### src/rtl/i2c_pkg.sv
// ============================================================================
// Module   : i2c_pkg
// Purpose  : Shared types and constants for the I2C target: FSM state
//            encoding, target address, accelerometer register map and a
//            majority-vote helper used by the optional line glitch filter.
// Revision : 1.0 - initial release
// ============================================================================
`default_nettype none

package i2c_pkg;

    // Target FSM states
    typedef enum logic [3:0] {
        ST_IDLE      = 4'd0,
        ST_ADDR      = 4'd1,
        ST_ADDR_ACK  = 4'd2,
        ST_PTR       = 4'd3,
        ST_PTR_ACK   = 4'd4,
        ST_WDATA     = 4'd5,
        ST_WDATA_ACK = 4'd6,
        ST_RDATA     = 4'd7,
        ST_RDATA_ACK = 4'd8,
        ST_WAIT_STOP = 4'd9
    } state_t;

    // 7-bit bus address of the accelerometer (0xA6 write / 0xA7 read on wire)
    localparam logic [6:0] I2C_ADDR_ADXL = 7'h53;

    // Register map used by the initiator's init/read sequences
    localparam logic [7:0] REG_BW_RATE     = 8'h2C;
    localparam logic [7:0] REG_POWER_CTL   = 8'h2D;
    localparam logic [7:0] REG_DATA_FORMAT = 8'h31;
    localparam logic [7:0] REG_DATAX0      = 8'h32;
    localparam logic [7:0] REG_DATAX1      = 8'h33;
    localparam logic [7:0] REG_DATAY0      = 8'h34;
    localparam logic [7:0] REG_DATAY1      = 8'h35;
    localparam logic [7:0] REG_DATAZ0      = 8'h36;
    localparam logic [7:0] REG_DATAZ1      = 8'h37;

    // 2-of-3 majority vote
    function automatic logic maj3(input logic a, input logic b, input logic c);
        return (a & b) | (a & c) | (b & c);
    endfunction

endpackage

`default_nettype wire

### src/rtl/i2c_line_sync.sv
// ============================================================================
// Module   : i2c_line_sync
// Purpose  : Brings one SCL/SDA pair into the clk domain (2-FF sync), an
//            optional 3-sample majority filter, then edge and START/STOP
//            detection. Edge/START/STOP outputs are combinational from the
//            conditioned levels so the consumer acts on the following edge.
//            Build option: I2C_TARGET_GLITCH_FILTER_EN enables the filter.
// Revision : 1.0 - initial release
// ============================================================================
`default_nettype none

module i2c_line_sync (
    input  logic clk,
    input  logic reset,
    input  logic scl_i,
    input  logic sda_i,
    output logic sda,
    output logic scl_rise,
    output logic scl_fall,
    output logic start,
    output logic stop
);

    logic [1:0] scl_sync;
    logic [1:0] sda_sync;
    logic       scl_flt;
    logic       sda_flt;
    logic       scl_prev;
    logic       sda_prev;

    // Two-flop synchronizers; reset to the idle (released, high) bus level
    always_ff @(posedge clk or posedge reset) begin
        if (reset) begin
            scl_sync <= 2'b11;
            sda_sync <= 2'b11;
        end else begin
            scl_sync <= {scl_sync[0], scl_i};
            sda_sync <= {sda_sync[0], sda_i};
        end
    end

`ifdef I2C_TARGET_GLITCH_FILTER_EN
    logic [1:0] scl_hist;
    logic [1:0] sda_hist;

    // Majority of the last three synchronized samples rejects 1-clk pulses
    always_ff @(posedge clk or posedge reset) begin
        if (reset) begin
            scl_hist <= 2'b11;
            sda_hist <= 2'b11;
            scl_flt  <= 1'b1;
            sda_flt  <= 1'b1;
        end else begin
            scl_hist <= {scl_hist[0], scl_sync[1]};
            sda_hist <= {sda_hist[0], sda_sync[1]};
            scl_flt  <= i2c_pkg::maj3(scl_sync[1], scl_hist[0], scl_hist[1]);
            sda_flt  <= i2c_pkg::maj3(sda_sync[1], sda_hist[0], sda_hist[1]);
        end
    end
`else
    assign scl_flt = scl_sync[1];
    assign sda_flt = sda_sync[1];
`endif

    // Previous conditioned levels for edge detection
    always_ff @(posedge clk or posedge reset) begin
        if (reset) begin
            scl_prev <= 1'b1;
            sda_prev <= 1'b1;
        end else begin
            scl_prev <= scl_flt;
            sda_prev <= sda_flt;
        end
    end

    assign sda      = sda_flt;
    assign scl_rise = scl_flt & ~scl_prev;
    assign scl_fall = ~scl_flt & scl_prev;
    // SDA edges while SCL stays high are bus conditions, not data
    assign start    = scl_flt & scl_prev & sda_prev & ~sda_flt;
    assign stop     = scl_flt & scl_prev & ~sda_prev & sda_flt;

endmodule

`default_nettype wire

### src/rtl/i2c_target.sv
// ============================================================================
// Module   : i2c_target
// Purpose  : I2C target with 7-bit address match. Write transfers load an
//            8-bit register pointer then issue reg_we strobes; read transfers
//            issue reg_re strobes and shift reg_rdata out on SDA. Pointer
//            auto-increments and wraps. SDA is driven open-drain via sda_oe.
//            Build option: I2C_TARGET_GLITCH_FILTER_EN (line glitch filter).
// Revision : 1.0 - initial release
// ============================================================================
`default_nettype none

module i2c_target
    import i2c_pkg::*;
#(
    parameter logic [6:0] ADDR = I2C_ADDR_ADXL
) (
    input  logic       clk,
    input  logic       reset,
    input  logic       scl_i,
    input  logic       sda_i,
    output logic       sda_oe,
    output logic [7:0] reg_addr,
    output logic [7:0] reg_wdata,
    output logic       reg_we,
    output logic       reg_re,
    input  logic [7:0] reg_rdata,
    output logic       busy
);

    state_t      state;
    state_t      state_nxt;
    logic        sda;
    logic        scl_rise;
    logic        scl_fall;
    logic        start;
    logic        stop;
    logic [6:0]  shift;     // bits received so far in the current byte
    logic [3:0]  bit_cnt;   // SCL rises seen in the current byte
    logic [7:0]  ptr;
    logic        rw;
    logic [6:0]  tx;        // remaining read bits, next bit in tx[6]
    logic        fetch_d;   // reg_re delayed: read data is valid this cycle
    logic [7:0]  byte_in;
    logic        last_bit;
    logic        addr_hit;

    i2c_line_sync u_line_sync (
        .clk      (clk),
        .reset    (reset),
        .scl_i    (scl_i),
        .sda_i    (sda_i),
        .sda      (sda),
        .scl_rise (scl_rise),
        .scl_fall (scl_fall),
        .start    (start),
        .stop     (stop)
    );

    assign byte_in  = {shift, sda};
    assign last_bit = scl_rise && (bit_cnt == 4'd7);
    assign addr_hit = (byte_in[7:1] == ADDR);
    assign reg_addr = ptr;

    // State register
    always_ff @(posedge clk or posedge reset) begin
        if (reset) state <= ST_IDLE;
        else       state <= state_nxt;
    end

    // Next-state logic; START outranks STOP and any pending bit action.
    // In ACK states sda_oe marks the phase: low = waiting for the fall after
    // bit 8, high = waiting for the fall after bit 9.
    always_comb begin
        state_nxt = state;
        if (start) begin
            state_nxt = ST_ADDR;
        end else if (stop) begin
            state_nxt = ST_IDLE;
        end else begin
            case (state)
                ST_ADDR:      if (last_bit) state_nxt = addr_hit ? ST_ADDR_ACK : ST_WAIT_STOP;
                ST_ADDR_ACK:  if (scl_fall && sda_oe) state_nxt = rw ? ST_RDATA : ST_PTR;
                ST_PTR:       if (last_bit) state_nxt = ST_PTR_ACK;
                ST_PTR_ACK:   if (scl_fall && sda_oe) state_nxt = ST_WDATA;
                ST_WDATA:     if (last_bit) state_nxt = ST_WDATA_ACK;
                ST_WDATA_ACK: if (scl_fall && sda_oe) state_nxt = ST_WDATA;
                ST_RDATA:     if (scl_fall && bit_cnt == 4'd8) state_nxt = ST_RDATA_ACK;
                ST_RDATA_ACK: begin
                    if (scl_rise && sda) state_nxt = ST_WAIT_STOP;
                    else if (scl_fall)   state_nxt = ST_RDATA;
                end
                default:      state_nxt = state;
            endcase
        end
    end

    // Datapath: shifting, pointer, strobes and open-drain SDA control
    always_ff @(posedge clk or posedge reset) begin
        if (reset) begin
            shift     <= '0;
            bit_cnt   <= '0;
            ptr       <= '0;
            rw        <= 1'b0;
            tx        <= '0;
            fetch_d   <= 1'b0;
            sda_oe    <= 1'b0;
            busy      <= 1'b0;
            reg_we    <= 1'b0;
            reg_re    <= 1'b0;
            reg_wdata <= '0;
        end else begin
            reg_we  <= 1'b0;
            reg_re  <= 1'b0;
            fetch_d <= reg_re;
            // Write strobe has been presented at the old pointer; advance now
            if (reg_we) ptr <= ptr + 8'd1;
            if (start) begin
                bit_cnt <= '0;
                sda_oe  <= 1'b0;
                fetch_d <= 1'b0;
            end else if (stop) begin
                bit_cnt <= '0;
                sda_oe  <= 1'b0;
                busy    <= 1'b0;
                fetch_d <= 1'b0;
            end else begin
                case (state)
                    ST_ADDR: begin
                        if (scl_rise) begin
                            shift   <= byte_in[6:0];
                            bit_cnt <= bit_cnt + 4'd1;
                            if (last_bit && addr_hit) begin
                                busy <= 1'b1;
                                rw   <= byte_in[0];
                            end
                        end
                    end
                    ST_PTR, ST_WDATA: begin
                        if (scl_rise) begin
                            shift   <= byte_in[6:0];
                            bit_cnt <= bit_cnt + 4'd1;
                            if (last_bit) begin
                                if (state == ST_PTR) begin
                                    ptr <= byte_in;
                                end else begin
                                    reg_wdata <= byte_in;
                                    reg_we    <= 1'b1;
                                end
                            end
                        end
                    end
                    ST_ADDR_ACK, ST_PTR_ACK, ST_WDATA_ACK: begin
                        if (scl_fall) begin
                            if (!sda_oe) begin
                                sda_oe <= 1'b1;
                            end else begin
                                sda_oe  <= 1'b0;
                                bit_cnt <= '0;
                                if (state == ST_ADDR_ACK && rw) reg_re <= 1'b1;
                            end
                        end
                    end
                    ST_RDATA: begin
                        if (fetch_d) begin
                            // MSB goes out in the same SCL low phase as the fetch
                            tx     <= reg_rdata[6:0];
                            sda_oe <= ~reg_rdata[7];
                        end else if (scl_rise) begin
                            bit_cnt <= bit_cnt + 4'd1;
                        end else if (scl_fall) begin
                            if (bit_cnt == 4'd8) begin
                                sda_oe <= 1'b0;   // release for the initiator's ACK
                            end else begin
                                sda_oe <= ~tx[6];
                                tx     <= {tx[5:0], 1'b0};
                            end
                        end
                    end
                    ST_RDATA_ACK: begin
                        if (scl_rise) begin
                            ptr <= ptr + 8'd1;
                        end else if (scl_fall) begin
                            reg_re  <= 1'b1;
                            bit_cnt <= '0;
                        end
                    end
                    default: begin
                    end
                endcase
            end
        end
    end

endmodule

`default_nettype wire

### config.mk
export PLATFORM = sky130hd
export DESIGN_NAME = i2c_target
export DESIGN_NICKNAME = d
export VERILOG_FILES = /design/src/rtl/i2c_pkg.sv /design/src/rtl/i2c_line_sync.sv /design/src/rtl/i2c_target.sv
export SDC_FILE = /design/constraint.sdc
export NUM_CORES = 1
export LEC_CHECK = 0
export CELL_PAD_IN_SITES_DETAIL_PLACEMENT = 2
export CELL_PAD_IN_SITES_GLOBAL_PLACEMENT = 2
export CORE_ASPECT_RATIO = 0.6
export CORE_MARGIN = 1
export CORE_UTILIZATION = 36
export CTS_CLUSTER_SIZE = 24
export DETAILED_ROUTE_END_ITERATION = 6
export PLACE_DENSITY_LB_ADDON = 0.15
export SKIP_CTS_REPAIR_TIMING = 1
export SLEW_MARGIN = 15
export SYNTH_ARGS = -nofsm -noshare
export SYNTH_HDL_FRONTEND = slang
export SYNTH_SLANG_ARGS = --single-unit
### constraint.sdc
create_clock -name clk -period 2.9 [get_ports clk]
set_clock_uncertainty 0.15 [all_clocks]
set_input_delay 0.29 -clock clk [delete_from_list [all_inputs] [get_ports clk]]
set_output_delay 0.29 -clock clk [all_outputs]
set_load 0.01 [all_outputs]
==> impl_metrics.yaml, run 1 <==
outcome:
  outcome: "completed"
logic_synthesis:
  yosysSeqAreaShare: 0.478
  ys.flop_type: "dfrtp_1"
  yosysTopAreaCellShare: 0.418
  synth_top_family_by_area: "simple AND/OR/NAND/NOR gates"
  synth_xor_area_frac: 0.0299
  yosys.area_share.simple: 0.180
  synthTopCellsByCount: "dfrtp_1 (44), nand2_1 (19), nor2_1 (19), o21ai_0 (18), a21oi_1 (16)"
  synth_fp_nets: 266
  synthTopCellsByArea: "dfrtp_1 (42%), dfstp_2 (6.0%), mux2_4 (4.6%)"
  syn_area_um2: 2640
  postSynthCellCount: 251
  synthAdderAreaFrac: 0.0142
  synth-async-reset-ratio: 1.00
  ys.warnings.count: 0
  yosys_register_bits: 50
  synth-compound-area-share: 0.147
  yosysMostFrequentCell: "dfrtp_1"
  synth_mux_area_frac: 0.114
  synth_edf_count: 0
  netlist-cell-type-count: 53
  yosys.area.top_type: "dfrtp_1"
  synth.avg_cell_area_um2: 10.5
sta:
  max_freq_mhz: 417
  fin_crit_sh: 0.826
  hold_ws_ps: 33.6
  timing.slew.headroom: 0.537
  slew_violations: 0
  worst_pin_slew_ps: 689
  finalSetupViolCount: 0
  report.final.hold_viol_count: 0
  setup-tns-final_ps: 0
  finalCriticalPeriod_ps: 2400
  rsz0062_at_grt: "no"
layout:
  drive_above_1_share: 0.163
  stdcell_count: 369
  num-fill-cells: 716
  antenna_cells: 0
  areaGrowthSynthToFinish_pct: 21.1
  nNetsFinal: 296
floorplan:
  core_um2: 6880
  die_w_um: 112
  dieArea_um2: 7680
  die_y_um: 68.3
  num_rows: 23
  start_util: 0.383
  io_pins: 32
clock_tree:
  clock-sinks: 50
  insertion_delay_ps: 290
  numCtsBuffers: 5
  cts_max_level: 2
  root_buffer: "clkbuf_16"
  cts_tree: "done"
  clk_pin_slew_worst_paths_ps: 70
  cts_buffer_depth: 2
routing:
  post_drt_wl_per_cell_um: 20.7
  antenna_left: 0
  drc: 0
  drt_first_iter_violations: 97
  wl_um: 7640
  via_per_inst: 5.67
  firstDrtPassIters: 4
  via_count: 2093
pwr:
  power_density_nw_per_um2: 786
  ir_drop_mv: 0.411
  p_leak_nw: 1.36
  p_total_w: 0.00251
global_routing:
  grt_pass1_vias: 2120
  grt_max_degree: 47
  grtUsageTotal: 0.219
  antenna_found_initial: 0
  grt-ovfl-total: 0
  grt_pass1_wl_um: 12300
flow_run:
  cap_viol_max_count: 0
place:
  dp_cells: 361
  place_congestion: 0.823
  io_buffer_count: 31
  dp_hpwl_um: 5520
critical_path:
  cp-end-kind: "flip-flop"
  reg2reg_setup_slack_ps: 500
  crit_fanout: 20
  required_ps: 2930
  critical_path_arrival_ps: 2420
  rr_worst_depth: 5
  rr_endpoint: "reg_addr[7]"
  rr_startpoint: "state[3]"
  crit_type: "flip-flop to flip-flop"
  worst_setup_path_start_kind: "flip-flop"
worst_hold_path:
  hp-class: "primary input to async pin"
## worst max path at each step
stage	from	end	slack [ps]	cells past startpoint
global route	state[3]	reg_addr[7]	360	5
global placement	u_line_sync.scl_sync[1]	reg_addr[6]	620	6
finish	state[3]	reg_addr[7]	500	5
detailed placement	state[3]	reg_addr[7]	520	5
floorplan	u_line_sync.scl_sync[1]	reg_wdata[0]	770	6
CTS	state[3]	reg_addr[7]	500	5
## layout make-up
cell class,instances,area [um^2],area share
Multi-Input combinational cell,181,1280,0.401
Sequential cell,50,1260,0.394
Timing Repair Buffer,37,355,0.111
Clock buffer,6,129,0.0404
Tap cell,87,109,0.0341
Clock inverter,2,37.5,0.0118
Inverter,6,22.5,0.00706
## state kept, by name, indices dropped and copies added, names as in the netlist
signal	cells
rw	1
u_line_sync.sda_sync	2
reg_wdata	8
u_line_sync.sda_prev	1
reg_re	1
fetch_d	1
tx	7
u_line_sync.scl_sync	2
state	4
sda_oe	1
reg_addr	8
shift	7
bit_cnt	4
u_line_sync.scl_prev	1
busy	1
reg_we	1
## layer usage
metal / share of wire / track usage / vias up / wire, um
met5: 0 / 0 / - / 0
met4: 0.0075 / 0.0450 / 0 / 57
met3: 0.058 / 0.0531 / 5 / 442
met2: 0.40 / 0.304 / 58 / 3040
met1: 0.54 / 0.337 / 1057 / 4100
li1: - / - / 973 / -
## through the flow
stage	utilization	setup slack [ps]	area, um^2
after floorplan	-	766	2640
after global placement	0.440	621	3030
after detailed placement	0.440	522	3030
after CTS	0.464	500	3190
after global routing	0.464	360	3190
final	0.464	504	3190
## power by group
group          internal, W  total [W]  switching, W
sequential        0.000820    0.00107      0.000249
combinational     0.000364   0.000764      0.000400
clock             0.000408   0.000677      0.000269
## kinds of logic (layout without fill, tap and decap cells)
family	after synthesis	in the layout
adder cells (fa/ha/maj)	3	3
AO/OA/AOI/OAI	61	61
XOR/XNOR	9	9
buffers and inverters	20	51
AND/OR/NAND/NOR	83	83
multiplexers	25	25
flip-flops	50	50
## critical path, stage by stage, from the launching register on
cell	delay, ps
dfrtp_1	750
nor4b_2	470
a21oi_1	210
nor3_1	310
xor2_1	110
mux2_2	280
## placed cells by master, fill, tap and decap left out, types with 2 or more instances in the layout
| master | synthesis | final |
|---|---|---|
| ha_1 | 3 | 3 |
| o21ai_0 | 18 | 18 |
| a311oi_1 | 3 | 3 |
| clkbuf_16 | 0 | 5 |
| nand4b_1 | 2 | 2 |
| xor2_1 | 3 | 3 |
| buf_4 | 0 | 6 |
| nand3_1 | 5 | 5 |
| nor2_1 | 19 | 19 |
| nand2b_1 | 3 | 3 |
| o31ai_1 | 3 | 3 |
| inv_1 | 6 | 5 |
| mux2_4 | 8 | 8 |
| nor3_1 | 4 | 4 |
| mux2i_1 | 8 | 8 |
| nand2_1 | 19 | 19 |
| dfstp_2 | 6 | 6 |
| and3_1 | 3 | 3 |
| nor2b_1 | 3 | 3 |
| a21o_1 | 3 | 3 |
| clkdlybuf4s50_1 | 0 | 31 |
| mux2_2 | 9 | 9 |
| nand4_1 | 5 | 5 |
| dfrtp_1 | 44 | 44 |
| a31oi_1 | 4 | 4 |
| or4_1 | 2 | 2 |
| nor3b_1 | 3 | 3 |
| a21oi_1 | 16 | 16 |
| or2_2 | 3 | 3 |
| xnor2_1 | 6 | 6 |
| a32o_1 | 3 | 3 |
| o21a_1 | 2 | 2 |
Note: power is estimated with default switching activity, not from simulation.
==> inputs of run 2 (changes only) <==
Clock period 2.9 ns to 2.44 ns, I/O delays scaled along.
==> run 2 against run 1 <==
- non-clock buffer count grew 9
- maximum frequency grew 6.8%
- critical path depth is the same
- worst hold slack gained 110 ps
- sequential share of layout area shrank 1.3 points
- via count grew 2.0%
- die area is the same
- clock-buffer cell count is the same
- core utilization grew 1.6 points
- register-to-register slack lost 310 ps
- flip-flop and latch count is the same
- sequential power grew 19%
==> impl_metrics.yaml, run 2 (same netlist as run 1, synthesis figures left out) <==
outcome:
  outcome: "completed"
floorplan:
  core_um2: 6880
  die_y_um: 68.3
  num_rows: 23
  die_w_um: 112
  start_util: 0.383
  io_pins: 32
  dieArea_um2: 7680
sta:
  worst_pin_slew_ps: 608
  report.final.hold_viol_count: 0
  timing.final.ws_setup_ps: 196
  setup-tns-final_ps: 0
  max_freq_mhz: 446
  finalCriticalPeriod_ps: 2240
  finalSetupViolCount: 0
  fin_crit_sh: 0.920
  slew_violations: 0
  timing.slew.headroom: 0.595
  rsz0062_at_grt: "no"
layout:
  final_cell_mix: "dfrtp_1 (44), clkdlybuf4s50_1 (31), nor2_1 (19), nand2_1 (19), o21ai_0 (18)"
  areaGrowthSynthToFinish_pct: 25.4
  nNetsFinal: 305
  num-fill-cells: 709
  final_common_cell: "dfrtp_1"
  drive_above_1_share: 0.192
  fin_area_um2: 3300
  final_util: 0.480
  antenna_cells: 0
clock_tree:
  insertion_delay_ps: 300
  cts_buffer_depth: 2
  cts_tree: "done"
  numCtsBuffers: 5
  clk_pin_slew_worst_paths_ps: 70
  root_buffer: "clkbuf_16"
  clock-sinks: 50
  cts_max_level: 2
global_routing:
  grtUsageTotal: 0.220
  grt_pass1_wl_um: 12500
  antenna_found_initial: 0
  grt-ovfl-total: 0
  grt_max_degree: 32
  grt_pass1_vias: 2217
routing:
  via_per_inst: 5.65
  post_drt_wl_per_cell_um: 20.8
  drt_first_iter_violations: 105
  wl_um: 7860
  drc: 0
  via_count: 2135
  antenna_left: 0
  firstDrtPassIters: 4
pwr:
  netSwitchingFraction: 0.347
  ir_drop_mv: 0.355
  power.switching_w: 0.00110
  power_frac_clock: 0.296
  p_leak_nw: 1.43
  power_frac_comb: 0.303
  p_seq_frac: 0.401
  intPower_w: 0.00207
  p_total_w: 0.00316
  power_density_nw_per_um2: 958
critical_path:
  crit_fanout: 17
  crit_type: "flip-flop to flip-flop"
  required_ps: 2470
  crit_chain: "or2_2 -> a31oi_1 -> a311oi_1 -> o21ai_0 -> a211o_1"
  critPathMaxStageDelay_ps: 730
  worst_setup_path_start_kind: "flip-flop"
  crit_slowest_cell: "dfrtp_1"
  critical_path_arrival_ps: 2280
  cp-end-kind: "flip-flop"
place:
  place_congestion: 0.836
  place_area_um2: 3110
  dp_slack_ps: 245
  dp_hpwl_um: 5750
  io_buffer_count: 31
worst_hold_path:
  hp-class: "primary input to async pin"
flow_run:
  cap_viol_max_count: 0
[run 2: layout make-up]
| type | instances | area, um^2 | area share |
|---|---|---|---|
| clock buffer | 6 | 139 | 0.0420 |
| clock inverter | 2 | 60.1 | 0.0182 |
| inverter | 6 | 22.5 | 0.00682 |
| multi-input combinational | 181 | 1280 | 0.387 |
| sequential | 50 | 1260 | 0.381 |
| tap | 87 | 109 | 0.0329 |
| timing repair buffer | 46 | 435 | 0.132 |
[run 2: final timing paths]
kind	end	slack, ps	cells after the start	start
worst max-delay path	state[0]	200	5	state[1]
worst min-delay path	busy	150	2	reset
worst max register to register	state[0]	200	5	state[1]
worst min register to register	u_line_sync.sda_sync[1]	210	0	u_line_sync.sda_sync[0]
max in group asynchronous	u_line_sync.sda_sync[1]	1400	3	reset
min in group clk	u_line_sync.sda_sync[0]	200	1	sda_i
[run 2: layer usage]
layer / vias to the layer above / track usage / wire length (um) / part of all wire
met2: 41 / 0.320 / 3190 / 0.41
li1: 986 / - / - / -
met3: 10 / 0.0425 / 260 / 0.033
met5: - / 0 / 0 / 0
met1: 1098 / 0.335 / 4320 / 0.55
met4: 0 / 0.0467 / 85 / 0.011
[run 2: power by group through the flow]
stage                     sequential, W  combinational, W  clock, W
final                           0.00127          0.000960  0.000937
after global routing            0.00130           0.00104  0.000986
after CTS                       0.00126          0.000958  0.000953
after detailed placement        0.00127          0.000939         0
after global placement          0.00126          0.000903         0
after floorplan                 0.00112          0.000688         0
[run 2: through the flow]
step / instances / hold slack [ps]
3_5_place_dp: 370 / 198
6_report: 378 / 146
3_3_place_gp: 370 / 195
2_1_floorplan: 251 / 98.5
4_1_cts: 378 / 158
5_1_grt: 378 / 196
[run 2: worst max-delay path, delay by kind of cell (launching register included)]
family / cells / cell delay (ps)
AOI/OAI and AO/OA: 4 / 960
DFF: 1 / 730
and+or+nand+nor: 1 / 280
